==> src/rtl/cbc_stream_dec_if.sv <==
// rtl/cbc_stream_dec_if.sv - ciphertext-in / plaintext-out stream bundle for cbc_stream_dec
// in_last/frame_err exist only when CBC_STREAM_DEC_FRAME_CHECK_EN is defined.
interface cbc_stream_dec_if #(
  parameter int N = 1
);
  logic [8*N-1:0] key;
  logic [8*N-1:0] in_data;
  logic           in_valid;
  logic           in_ready;
  logic [8*N-1:0] out_data;
  logic           out_valid;
  logic           out_ready;
  logic           out_last;
`ifdef CBC_STREAM_DEC_FRAME_CHECK_EN
  logic           in_last;
  logic           frame_err;

  modport master (
    output key, in_data, in_valid, in_last, out_ready,
    input  in_ready, out_data, out_valid, out_last, frame_err
  );
  modport slave (
    input  key, in_data, in_valid, in_last, out_ready,
    output in_ready, out_data, out_valid, out_last, frame_err
  );
`else
  modport master (
    output key, in_data, in_valid, out_ready,
    input  in_ready, out_data, out_valid, out_last
  );
  modport slave (
    input  key, in_data, in_valid, out_ready,
    output in_ready, out_data, out_valid, out_last
  );
`endif
endinterface

==> src/rtl/cbc_stream_dec.sv <==
// rtl/cbc_stream_dec.sv - CBC-style XOR chain stream decryptor, M chunks of N bytes per message
// Optional framing check on in_last enabled by CBC_STREAM_DEC_FRAME_CHECK_EN.
module cbc_stream_dec #(
  parameter int N = 1,
  parameter int M = 2
) (
  input  logic            clk,
  input  logic            rst_n,
  cbc_stream_dec_if.slave bus
);
  localparam int W  = 8 * N;
  localparam int CW = (M > 1) ? $clog2(M) : 1;
  localparam logic [CW-1:0] LAST_IDX = CW'(M - 1);

  typedef enum logic {ST_FIRST, ST_CHAIN} state_e;

  state_e        state_q, state_d;
  logic [CW-1:0] cnt_q, cnt_d;
  logic [W-1:0]  chain_q, chain_d;
  logic [W-1:0]  data_q, data_d;
  logic          last_q, last_d;
  logic          valid_q, valid_d;

  logic          in_ready;
  logic          accept;
  logic          xfer;
  logic          at_end;
  logic          end_msg;
  logic [W-1:0]  seed;

  assign in_ready = !valid_q || bus.out_ready;
  assign accept   = bus.in_valid && in_ready;
  assign xfer     = valid_q && bus.out_ready;
  assign at_end   = (cnt_q == LAST_IDX);
  // Chunk 0 is whitened by the key; later chunks by the previous raw ciphertext.
  assign seed     = (state_q == ST_FIRST) ? bus.key : chain_q;

  assign bus.in_ready  = in_ready;
  assign bus.out_data  = data_q;
  assign bus.out_last  = last_q;
  assign bus.out_valid = valid_q;

`ifdef CBC_STREAM_DEC_FRAME_CHECK_EN
  logic ferr_q, ferr_d;

  // An early in_last closes the message; a missing one is flagged but the counter still closes it.
  assign end_msg       = at_end || bus.in_last;
  assign bus.frame_err = ferr_q;
`else
  assign end_msg = at_end;
`endif

  always_comb begin
    state_d = state_q;
    cnt_d   = cnt_q;
    chain_d = chain_q;
    data_d  = data_q;
    last_d  = last_q;
    valid_d = valid_q;
`ifdef CBC_STREAM_DEC_FRAME_CHECK_EN
    ferr_d  = ferr_q;
`endif
    if (accept) begin
      chain_d = bus.in_data;
      data_d  = bus.in_data ^ seed;
      last_d  = end_msg;
      valid_d = 1'b1;
      if (end_msg) begin
        state_d = ST_FIRST;
        cnt_d   = '0;
      end else begin
        state_d = ST_CHAIN;
        cnt_d   = cnt_q + CW'(1);
      end
`ifdef CBC_STREAM_DEC_FRAME_CHECK_EN
      if (bus.in_last != at_end) begin
        ferr_d = 1'b1;
      end
`endif
    end else if (xfer) begin
      valid_d = 1'b0;
    end
  end

  always_ff @(posedge clk or negedge rst_n) begin
    if (!rst_n) begin
      state_q <= ST_FIRST;
      cnt_q   <= '0;
      chain_q <= '0;
      data_q  <= '0;
      last_q  <= 1'b0;
      valid_q <= 1'b0;
`ifdef CBC_STREAM_DEC_FRAME_CHECK_EN
      ferr_q  <= 1'b0;
`endif
    end else begin
      state_q <= state_d;
      cnt_q   <= cnt_d;
      chain_q <= chain_d;
      data_q  <= data_d;
      last_q  <= last_d;
      valid_q <= valid_d;
`ifdef CBC_STREAM_DEC_FRAME_CHECK_EN
      ferr_q  <= ferr_d;
`endif
    end
  end
endmodule

==> src/flat_wrapper.sv <==
// flat-port wrapper written by rule: the top's interface ports become plain ports
module cbc_stream_dec_flat 
#(
  parameter int N = 1,
  parameter int M = 2
)
  (clk, rst_n, bus_key, bus_in_data, bus_in_valid, bus_out_ready, bus_in_ready, bus_out_data, bus_out_valid, bus_out_last);
  cbc_stream_dec_if #(.N(N)) bus_i ();
  input  logic clk;
  input  logic rst_n;
  input wire logic [$bits(bus_i.key)-1:0] bus_key;
  input wire logic [$bits(bus_i.in_data)-1:0] bus_in_data;
  input wire logic [$bits(bus_i.in_valid)-1:0] bus_in_valid;
  input wire logic [$bits(bus_i.out_ready)-1:0] bus_out_ready;
  output wire logic [$bits(bus_i.in_ready)-1:0] bus_in_ready;
  output wire logic [$bits(bus_i.out_data)-1:0] bus_out_data;
  output wire logic [$bits(bus_i.out_valid)-1:0] bus_out_valid;
  output wire logic [$bits(bus_i.out_last)-1:0] bus_out_last;
  assign bus_i.key = bus_key;
  assign bus_i.in_data = bus_in_data;
  assign bus_i.in_valid = bus_in_valid;
  assign bus_i.out_ready = bus_out_ready;
  assign bus_in_ready = bus_i.in_ready;
  assign bus_out_data = bus_i.out_data;
  assign bus_out_valid = bus_i.out_valid;
  assign bus_out_last = bus_i.out_last;
  cbc_stream_dec #(.N(N), .M(M)) u_core (.clk(clk), .rst_n(rst_n), .bus(bus_i));
endmodule
==> config.mk <==
export PLATFORM = sky130hd
export DESIGN_NAME = cbc_stream_dec_flat
export DESIGN_NICKNAME = d
export VERILOG_FILES = /design/src/rtl/cbc_stream_dec_if.sv /design/src/rtl/cbc_stream_dec.sv /design/src/flat_wrapper.sv
export SDC_FILE = /design/constraint.sdc
export NUM_CORES = 1
export LEC_CHECK = 0
export ABC_CLOCK_PERIOD_IN_PS = 1050
export CAP_MARGIN = 10
export CORE_UTILIZATION = 39
export DETAILED_ROUTE_END_ITERATION = 16
export GPL_ROUTABILITY_DRIVEN = 0
export HOLD_SLACK_MARGIN = 0.08
export PLACE_DENSITY_LB_ADDON = 0.15
export SLEW_MARGIN = 20
export SYNTH_ARGS = -nofsm -noshare
export SYNTH_HDL_FRONTEND = slang
export SYNTH_SLANG_ARGS = --single-unit
==> constraint.sdc <==
create_clock -name clk -period 1.05 [get_ports clk]
set_input_delay 0.21 -clock clk [delete_from_list [all_inputs] [get_ports clk]]
set_output_delay 0.21 -clock clk [all_outputs]
set_load 0.05 [all_outputs]
==> results of run 1 <==
[registers in the layout, summed over array words and instances (netlist names)]
signal and count:
u_core.bus.out_data 8, u_core.chain_q 8, u_core.at_end 1, u_core.bus.out_last 1, u_core.bus.out_valid 1
[Yosys cell counts, drive strengths merged]
cell    count
nand2b      2
xnor2       9
mux2i       8
mux2       17
nand2       1
buf         2
dfrtp      19
[cell type report]
type,count,share of cell area [%]
multi-input cells,39,33.1
repair buffers,41,32.9
clock buffers,4,1.67
flip-flops and latches,19,30.2
well taps,27,2.14
[timing repair]
action	4_1_cts	5_1_grt
setup endpoints to repair	29	29
setup buffers	2	2
pin swaps	0	2
resized for setup	6	11
cloned	1	1
[per-stage QoR]
step / setup WS [ps] / instances / utilization [%]
after global placement: -352 / 120 / 69.4
after detailed placement: -378 / 120 / 69.4
final: -209 / 130 / 77.3
after floorplan: -368 / 58 / -
after global routing: -251 / 130 / 77.3
after CTS: -204 / 127 / 73.1
[how the worst max path moves through the flow]
stage	start	endpoint	slack [ps]	cells past startpoint
floorplan	u_core.bus.out_valid	u_core.bus.out_data[0]	-370	4
global placement	bus_out_ready	u_core.chain_q[0]	-350	4
detailed placement	bus_out_ready	u_core.bus.out_data[6]	-380	4
CTS	u_core.bus.out_valid	bus_in_ready	-200	3
global route	u_core.at_end	u_core.bus.out_data[4]	-250	4
finish	u_core.at_end	u_core.bus.out_data[2]	-210	4
[power by group through the flow]
stage               Clock, W  Combinational, W  Sequential, W
floorplan                  0          0.000718        0.00172
global placement           0           0.00226        0.00121
detailed placement         0           0.00230        0.00122
CTS                 0.000382           0.00238        0.00121
global route        0.000418           0.00268        0.00125
finish              0.000369           0.00257        0.00122
[worst max-delay path: cells and delay by family (launching register included)]
| kind | cells | cell delay, ps |
|---|---|---|
| flip-flops | 1 | 430 |
| buffers and inverters | 1 | 150 |
| multiplexers | 2 | 440 |
| XOR/XNOR | 1 | 130 |
[cells in the final DEF (no fill, tap or decap), drive strengths merged]
master	instances
dlygate4sd2	1
nand2	3
xnor2	9
clkbuf	4
nand2b	2
clkdlybuf4s50	18
mux2	17
buf	22
dfrtp	19
mux2i	8
[logic make-up after synthesis]
logic type    Yosys count  share of synthesized area (%)
mux                    25                           30.9
flops                  19                           54.1
xor+xnor                9                           8.96
simple gates            3                           3.56
buf+inv                 2                           2.56
[routing by layer]
metal | up-vias | global-route usage, % | part of all wire, %
li1 | 292 | - | -
met1 | 300 | 21.2 | 43
met2 | 19 | 26.7 | 52
met3 | 3 | 5.86 | 5.0
met4 | 0 | 4.29 | 0.63
met5 | - | 0 | 0
==> flow_summary.ini, run 1 <==
[run_status]
outcome = finished, violations left
violations = negative setup slack

[detailed_routing]
drtAntennaViolNets = 0
drc = 0
post_drt_wl_per_cell_um = 13.4
via_count = 614
initialDrtViolationCount = 6
first_pass_iters = 2
vias_per_cell = 4.72
wirelength_um = 1740

[synth]
ys_seq_area_share_pct = 54.1
yosysWarnings = 0
syn-num-nets = 78
synthDominantCellAreaShare_pct = 54.1
syn_inst = 58
synth_area_per_cell_um2 = 15.2
yosys.area.top_type = dfrtp_1
syn_area_um2 = 880
synthTopCellsByArea = dfrtp_1, mux2_2, mux2i_1
ys_ff_latch = 19
synth.distinct_cells = 9

[sta]
relSlewSlack_pct = 65.2
fin_ws_ps = -209
fin_setup_tns_ps = -3820
rsz0062_at_grt = yes
clock-skew-final_ps = 0.609
hold_ws_ps = 244
finalMaxSlewViolations = 0
worst_pin_slew_ps = 523
finalHoldViolCount = 0
clock.fmax_mhz = 794
setup_viol = 29
fin_crit_sh_pct = 120
timing.final.crit_period_ps = 1260

[pwr]
pwr-share-seq_pct = 29.3
power.share.clock_pct = 8.9
p_total_w = 0.00416
power_density_nw_per_um2 = 2640
sw_frac_of_total_pct = 37.3
ir_drop_v = 0.00181
internal_power_w = 0.00261
power.switching_w = 0.00155
p_leak_nw = 0.702
comb_power_share_pct = 61.8

[placement]
placed_area_um2 = 1420
numPortBuffers = 30
post-dp-hpwl_um = 1180

[die]
dieArea_um2 = 2450
die_h_um = 49.5
io_pins = 31
rows = 16
coreArea_um2 = 2040
start_util_pct = 43.1
die_x_um = 49.5

[finish]
nFillCells = 129
final_area_um2 = 1580
fin_nets = 124
ff_latch_area_um2 = 477
antennaDiodeCount = 0
area_growth_pct = 79.4
multi_input_area_um2 = 522
drive_gt1_share_pct = 53.4

[setup_path]
critical_path_class = flip-flop to flip-flop
end_kind = flip-flop
rrSetupSlack_ps = -210
startpoint_type = flip-flop
crit_chain = buf_6, mux2i_4, xnor2_2, mux2_4
rr_worst_depth = 4
r2r_end = u_core.bus.out_data[2]
cp_max_fo = 4
crit_arrival_ps = 1450
crit_slowest_cell = dfrtp_1
cp.required_ps = 1240
cp_slowest_stage_delay_ps = 430
worst_r2r_startpoint = u_core.at_end

[worst_hold_path]
hold_path_class = input port to async pin

[clock_tree]
cts_buffers = 3
clock-sinks = 19
insertion_delay_ps = 300
cts_tree = built
clk_path_buf_depth = 2
cts_root_buffer = clkbuf_4
ctsHoldBuffers = 0
clk_pin_slew_ps = 100
h-tree-depth = 1

[global_route]
grt_usage_pct = 16.6
grt_pass1_wl_um = 2990
first_global_vias = 636
antenna_found_initial = 0
grt_max_degree = 20
grt_overflow = 0

[run]
maxCapViolations = 0
(Power assumes the default switching activity.)
==> run 2, diff against run 1 <==
CORE_MARGIN = 3   (was default)
==> run 2 against run 1 <==
The flow still finishes with violations (negative setup slack); clock power down 1%; global-route usage down 0.87 points; utilization down 0.37 points; hold slack better by 3.4 ps; first-iteration DRC count down 83%; sequential power about the same; design area down 0.48%; non-clock buffer count up 2; register-to-register slack about the same; worst setup slack worse by 3.6 ps; routed wire length up 10%; total power down 0.74%; largest cell class is now buffers; largest power group unchanged.
==> flow_summary.ini, run 2 (synthesis gave the netlist of run 1 again) <==
[run_status]
outcome = finished, violations left
violations = negative setup slack

[finish]
area_growth_pct = 78.5
fin_nets = 126
drive_gt1_share_pct = 51.4
mostFrequentLayoutCells = clkdlybuf4s50_1, dfrtp_1, buf_12, mux2_4
antennaDiodeCount = 0

[setup_path]
crit_slowest_cell = dfrtp_2
crit_chain = nand2b_4, buf_6, buf_12
r2r_end = u_core.bus.out_data[6]
worst_r2r_startpoint = u_core.at_end
startpoint_type = flip-flop
cp.required_ps = 840
cp_slowest_stage_delay_ps = 450
crit_arrival_ps = 1050
cp_max_fo = 2
rr_worst_depth = 4
end_kind = output port
rrSetupSlack_ps = -210
critical_path_class = flip-flop to output port

[clock_tree]
h-tree-depth = 1
clk_pin_slew_ps = 110
ctsHoldBuffers = 0
insertion_delay_ps = 290
cts_buffers = 3
clk_path_buf_depth = 2
cts_root_buffer = clkbuf_4
cts_tree = built
clock-sinks = 19

[detailed_routing]
first_pass_iters = 2
wirelength_um = 1920
drtAntennaViolNets = 0
vias_per_cell = 4.64
post_drt_wl_per_cell_um = 14.5
initialDrtViolationCount = 1
drc = 0
via_count = 613

[placement]
post-dp-hpwl_um = 1280
numPortBuffers = 30

[global_route]
antenna_found_initial = 0
first_global_vias = 669
grt_max_degree = 20
grt_usage_pct = 15.7
grt_overflow = 0
grt_pass1_wl_um = 3080

[sta]
setup_viol = 29
timing.final.crit_period_ps = 1260
rsz0062_at_grt = yes
hold_ws_ps = 247
finalHoldViolCount = 0
clock-skew-final_ps = 1.06
finalMaxSlewViolations = 0
fin_ws_ps = -213
fin_setup_tns_ps = -3500
fin_crit_sh_pct = 120
worst_pin_slew_ps = 598
relSlewSlack_pct = 60.1
clock.fmax_mhz = 792

[pwr]
power_density_nw_per_um2 = 2630
p_leak_nw = 0.700
ir_drop_v = 0.00192

[worst_hold_path]
hold_path_class = input port to async pin

[die]
coreArea_um2 = 2040
die_h_um = 53.5
start_util_pct = 43.1
rows = 16
io_pins = 31
dieArea_um2 = 2860
die_x_um = 53.5

[run]
maxCapViolations = 0
run 2: changes by cell type in the layout (fill, tap and decap cells not counted), sizes merged:
cell	previous run	this run
buf	22	24
clkbuf	4	3
clkinv	0	1
run 2: metal layers:
| metal | GRT usage (%) | vias to the layer above | wire length [um] |
|---|---|---|---|
| li1 | - | 296 | - |
| met1 | 18.8 | 299 | 756 |
| met2 | 27.6 | 18 | 1050 |
| met3 | 5.07 | 0 | 107 |
| met4 | 2.55 | 0 | 0 |
| met5 | 0 | - | 0 |
run 2: worst max-delay path, delay by kind of cell (launching register included):
family | cells | cell delay, ps
flops | 1 | 450
simple gates | 1 | 90
buf+inv | 2 | 220
run 2: cell type report:
type / count / area (um2)
clock buffer: 3 / 22.5
clock inverter: 1 / 5.00
fill: 141 / 472
multi-input combinational: 39 / 483
sequential: 19 / 477
tap: 27 / 33.8
timing repair buffer: 43 / 549
run 2: repair_timing:
item                                    in CTS  in global routing
setup buffers                                5                  1
cloned                                       1                  1
endpoints found under the setup margin      29                 29
gates resized for setup                      6                  8
run 2: where the power goes:
group	internal [W]	switching (W)
Sequential	0.000971	0.000253
Combinational	0.00147	0.00108
Clock	0.000142	0.000223
run 2: through the flow:
stage	utilization, %	instance area (um2)	setup slack, ps	std cells	total power, W
CTS	74.3	1520	-205	130	0.00408
global route	76.9	1570	-261	132	0.00432
finish	76.9	1570	-213	132	0.00413
detailed placement	69.4	1420	-387	120	0.00353
floorplan	-	940	-368	58	0.00243
global placement	69.4	1420	-355	120	0.00348
run 2: worst max path at each step:
stage	startpoint	end	slack, ps	cells past startpoint
2_1_floorplan	u_core.bus.out_valid	u_core.bus.out_data[0]	-370	4
3_3_place_gp	bus_out_ready	u_core.chain_q[0]	-350	4
3_5_place_dp	bus_in_valid	u_core.bus.out_data[6]	-390	3
4_1_cts	u_core.at_end	u_core.bus.out_data[1]	-200	4
5_1_grt	u_core.bus.out_valid	bus_in_ready	-260	3
6_report	u_core.bus.out_valid	bus_in_ready	-210	3
